## config.mk

```make
export PLATFORM = sky130hd
export DESIGN_NAME = reg_dump_reader
export DESIGN_NICKNAME = d
export VERILOG_FILES = /design/src/rtl/reg_dump_reader.sv
export SDC_FILE = /design/constraint.sdc
export NUM_CORES = 1
export LEC_CHECK = 0
export CORE_MARGIN = 5
export CORE_UTILIZATION = 41
export CTS_CLUSTER_DIAMETER = 100
export DETAILED_ROUTE_END_ITERATION = 8
export MAX_ROUTING_LAYER = met4
export PLACE_DENSITY = 0.88
export SYNTH_ARGS = -nofsm -noshare
export SYNTH_HDL_FRONTEND = slang
export SYNTH_SLANG_ARGS = --single-unit
```

## constraint.sdc

```tcl
create_clock -name clk -period 2.3 [get_ports clk]
set_clock_uncertainty 0.05 [all_clocks]
set_input_delay 0.23 -clock clk [delete_from_list [all_inputs] [get_ports clk]]
set_output_delay 0.23 -clock clk [all_outputs]
set_load 0.01 [all_outputs]
```

## src/rtl/reg_dump_reader.sv

```systemverilog
// reg_dump_reader
// ----------------
// Walks a register bank's read address from FIRST_REG to LAST_REG when asked.
// Each word is captured from the bank's combinational read port and streamed
// out as an (index, data) beat over a valid/ready handshake. It is meant for
// debug dumps, checkpointing, and comparing architectural state in benches.
//
// Each register costs at least two cycles. In FETCH the bank read is
// captured. In SEND the beat is offered until downstream accepts it.
//
// Ports:
//   clk       single clock, all state changes on the rising edge
//   resetN    synchronous active-low reset
//   start     dump request, honoured only while idle
//   abort     synchronous cancel of a dump in progress
//   readReg   bank read address, driven straight from the index register
//   readData  combinational read data returned by the bank
//   outValid  beat valid
//   outReady  downstream ready
//   outIndex  register index of the current beat
//   outData   register contents of the current beat
//   busy      high while fetching or sending
//   done      one-cycle pulse after the last beat has been accepted
module reg_dump_reader #(
  parameter int ADDR_W    = 5,
  parameter int DATA_W    = 32,
  parameter int FIRST_REG = 0,
  parameter int LAST_REG  = 31
) (
  input  logic              clk,
  input  logic              resetN,
  input  logic              start,
  input  logic              abort,
  output logic [ADDR_W-1:0] readReg,
  input  logic [DATA_W-1:0] readData,
  output logic              outValid,
  input  logic              outReady,
  output logic [ADDR_W-1:0] outIndex,
  output logic [DATA_W-1:0] outData,
  output logic              busy,
  output logic              done
);

  // Reject a register range that is empty or that falls outside the bank.
  generate
    if (FIRST_REG < 0 || FIRST_REG > LAST_REG || LAST_REG > (1 << ADDR_W) - 1) begin : g_bad_range
      $error("reg_dump_reader: need 0 <= FIRST_REG <= LAST_REG <= 2**ADDR_W-1");
    end
  endgenerate

  localparam logic [ADDR_W-1:0] FIRST_IDX = ADDR_W'(FIRST_REG);
  localparam logic [ADDR_W-1:0] LAST_IDX  = ADDR_W'(LAST_REG);

  typedef enum logic [1:0] {
    S_IDLE,
    S_FETCH,
    S_SEND,
    S_DONE
  } state_t;

  state_t            state_reg, state_next;
  logic [ADDR_W-1:0] idx_reg, idx_next;
  logic              out_valid_reg, out_valid_next;
  logic [ADDR_W-1:0] out_index_reg, out_index_next;
  logic [DATA_W-1:0] out_data_reg, out_data_next;

  always_ff @(posedge clk) begin
    if (!resetN) begin
      state_reg     <= S_IDLE;
      idx_reg       <= FIRST_IDX;
      out_valid_reg <= 1'b0;
      out_index_reg <= '0;
      out_data_reg  <= '0;
    end else begin
      state_reg     <= state_next;
      idx_reg       <= idx_next;
      out_valid_reg <= out_valid_next;
      out_index_reg <= out_index_next;
      out_data_reg  <= out_data_next;
    end
  end

  always_comb begin
    state_next     = state_reg;
    idx_next       = idx_reg;
    out_valid_next = out_valid_reg;
    out_index_next = out_index_reg;
    out_data_next  = out_data_reg;

    case (state_reg)
      S_IDLE: begin
        if (start) begin
          idx_next   = FIRST_IDX;
          state_next = S_FETCH;
        end
      end

      S_FETCH: begin
        if (abort) begin
          out_valid_next = 1'b0;
          idx_next       = FIRST_IDX;
          state_next     = S_IDLE;
        end else begin
          // Capture the word now. Later writes to this register must not
          // change the outstanding beat.
          out_data_next  = readData;
          out_index_next = idx_reg;
          out_valid_next = 1'b1;
          state_next     = S_SEND;
        end
      end

      S_SEND: begin
        if (abort) begin
          // A handshake that completes in this same cycle has already
          // reached downstream. Only the remaining registers are skipped.
          out_valid_next = 1'b0;
          idx_next       = FIRST_IDX;
          state_next     = S_IDLE;
        end else if (outReady) begin
          out_valid_next = 1'b0;
          // Test for the last register before incrementing, so the index
          // never wraps, even when LAST_REG is the top of the bank.
          if (idx_reg == LAST_IDX) begin
            state_next = S_DONE;
          end else begin
            idx_next   = idx_reg + ADDR_W'(1);
            state_next = S_FETCH;
          end
        end
      end

      S_DONE: begin
        idx_next   = FIRST_IDX;
        state_next = S_IDLE;
      end

      default: begin
        out_valid_next = 1'b0;
        idx_next       = FIRST_IDX;
        state_next     = S_IDLE;
      end
    endcase
  end

  assign readReg  = idx_reg;
  assign outValid = out_valid_reg;
  assign outIndex = out_index_reg;
  assign outData  = out_data_reg;
  assign busy     = (state_reg == S_FETCH) || (state_reg == S_SEND);
  assign done     = (state_reg == S_DONE);

endmodule
```

==> reports/summary.txt <==
status: finished clean
H-tree levels: 2
top_reg_cell synth: dfxtp_1
# hold bufs at CTS: 0
Cell Rows: 24
Syn-to-layout area delta: 50.2%
most frequent cells in the layout: clkdlybuf4s50_1, nand2_1, dfxtp_1
Setup WS pre-CTS: 0.350 ns
full die area: 6000 um2
sequential area share after synthesis: 0.483
Vias: 1671
dpl hpwl: 3260 um
post-CTS sizing: 0
number of global-route vias before repair: 1665
Async S/R FF share, synth: 0
total grt overflow: 0
synthesis-stage register bit count: 45
setup bufs post-CTS: 0
Mapped Cells: 216
Antenna Cells: 0
antenna-violating nets left: 0
initial antenna violation count: 0
clock slew at reported path FFs: 0.09 ns
Leak: 1.00 nW
GPL Wtd Cong: 0.836
Die H: 77.5 um
endpoints failing hold: 0
Setup CP Type: register to register
Sink Count: 45
Worst Setup Start Kind: register
min Tclk post-route: 1.94 ns
Worst Path Arrival: 2.11 ns
cts bufs inserted: 5
Vias/cell: 4.80
fin crit share: 0.844
final cell count without fillers: 348
Max Cap Viol: 0
Die W: 77.5 um
TNS Setup: 0 ns
Skew-Pair Late Insertion Delay: 0.29 ns
Synth cell types: 29
fin worst setup slack: 0.358 ns
Max VDD drop: 0.410 mV
RSZ-0062 raised after global routing: false
commonest non-fill, non-tap cell in the layout: clkdlybuf4s50_1
Synth Net Count: 259
post-synthesis average cell area: 8.64 um2
FF/Latch Area: 901 um2
num ports: 82
root buffer cell: clkbuf_8
Slew @ Worst Pin: 0.506 ns
Crit Path Max Fanout: 5
post-synth design cell area: 1870 um2
largest net degree at the start of global routing: 49
Slew HR: 0.662
port buffer count: 81
GRT Total Usage: 0.159
share of cells above drive strength 1: 0.0608
# nets final: 338
Crit. End Element: register
setup violators final: 0
area of the multi-input gates: 880 um2
clk buf depth: 2
CTS tree: yes
1st-pass router iterations: 4
drt initial violations: 78
max reg flops: 32
number of synthesized flops with an enable pin: 0
Starting Density: 0.426
Inst Count DP: 340
fillers: 375
Pwr Density: 578 nW/um2
DRT Wirelength: 4570 um
first-pass GRT wire length: 7650 um
DRC: 0
Hold Crit Class: register to register
Core Area: 4380 um2
Fmax achieved: 515 MHz
DR WL/cell: 13.1 um
synth warn: 0
Critical Path RT: 2.46 ns
Slew Limit Fails: 0
==> critical path: stages (launching register included) <==
cell	delay (ns)
dfxtp_1	0.36
ha_1	0.21
and3_1	0.18
ha_1	0.19
nand2b_1	0.20
a211oi_4	0.31
nand2_2	0.11
o32ai_2	0.25
==> area by class of cell <==
| cell class | instances | share of cell area |
|---|---|---|
| clock buffers | 6 | 0.0295 |
| clock inverters | 2 | 0.00491 |
| inverters | 3 | 0.00402 |
| multi-input cells | 154 | 0.314 |
| flip-flops and latches | 45 | 0.322 |
| well taps | 52 | 0.0232 |
| repair buffers | 86 | 0.303 |
==> report_power, final <==
| part | switching [mW] | internal [mW] |
|---|---|---|
| sequential | 0.0177 | 0.812 |
| combinational | 0.124 | 0.159 |
| clock | 0.262 | 0.244 |
==> through the flow <==
| stage | instance area, um2 | power (mW) | util | hold slack [ns] |
|---|---|---|---|---|
| after global routing | 2800 | 1.70 | 0.639 | 0.412 |
| after floorplan | 1870 | 0.983 | - | 0.315 |
| after CTS | 2800 | 1.64 | 0.639 | 0.407 |
| after global placement | 2710 | 1.13 | 0.617 | 0.390 |
| after detailed placement | 2710 | 1.13 | 0.617 | 0.395 |
| final | 2800 | 1.62 | 0.639 | 0.405 |
==> synthesized netlist by cell type (2+ instances only) <==
cell type	instances	share of area
ha_1	6	0.040
a21boi_0	18	0.072
a21boi_1	21	0.085
nor2_1	2	0.0040
buf_2	5	0.013
nand3_1	4	0.011
a21oi_1	3	0.0080
buf_4	4	0.016
dfxtp_1	45	0.48
nand2_1	78	0.16
clkbuf_1	5	0.010
inv_1	3	0.0060
nor2b_1	3	0.010
nand2b_1	4	0.013
==> per-layer routing <==
metal	share of wire	track usage	up-vias
met4	0.0068	0.0412	0
li1	-	-	864
met3	0.084	0.0625	4
met5	0	-	-
met2	0.46	0.268	59
met1	0.45	0.176	744
==> worst paths after layout <==
kind | startpoint | endpoint | slack [ns] | cells after the start
worst max register to register | readReg[1]$_SDFFE_PN0P_ | readReg[3]$_SDFFE_PN0P_ | 0.36 | 7
worst min register to register | outIndex[1]$_SDFFE_PN0P_ | outIndex[1]$_SDFFE_PN0P_ | 0.41 | 2
worst min-delay path | outIndex[1]$_SDFFE_PN0P_ | outIndex[1]$_SDFFE_PN0P_ | 0.41 | 2
worst max-delay path | readReg[1]$_SDFFE_PN0P_ | readReg[3]$_SDFFE_PN0P_ | 0.36 | 7
==> logic make-up (layout without fill, tap and decap cells) <==
kind of cell               Yosys count  after routing  synth area share
adders and majority gates            6              6            0.0402
and+or+nand+nor                     97             97             0.219
AOI/OAI and AO/OA                   51             51             0.213
buffers and inverters               17             97            0.0456
DFF                                 45             45             0.483
No activity file was read; power rests on OpenSTA's default activity.
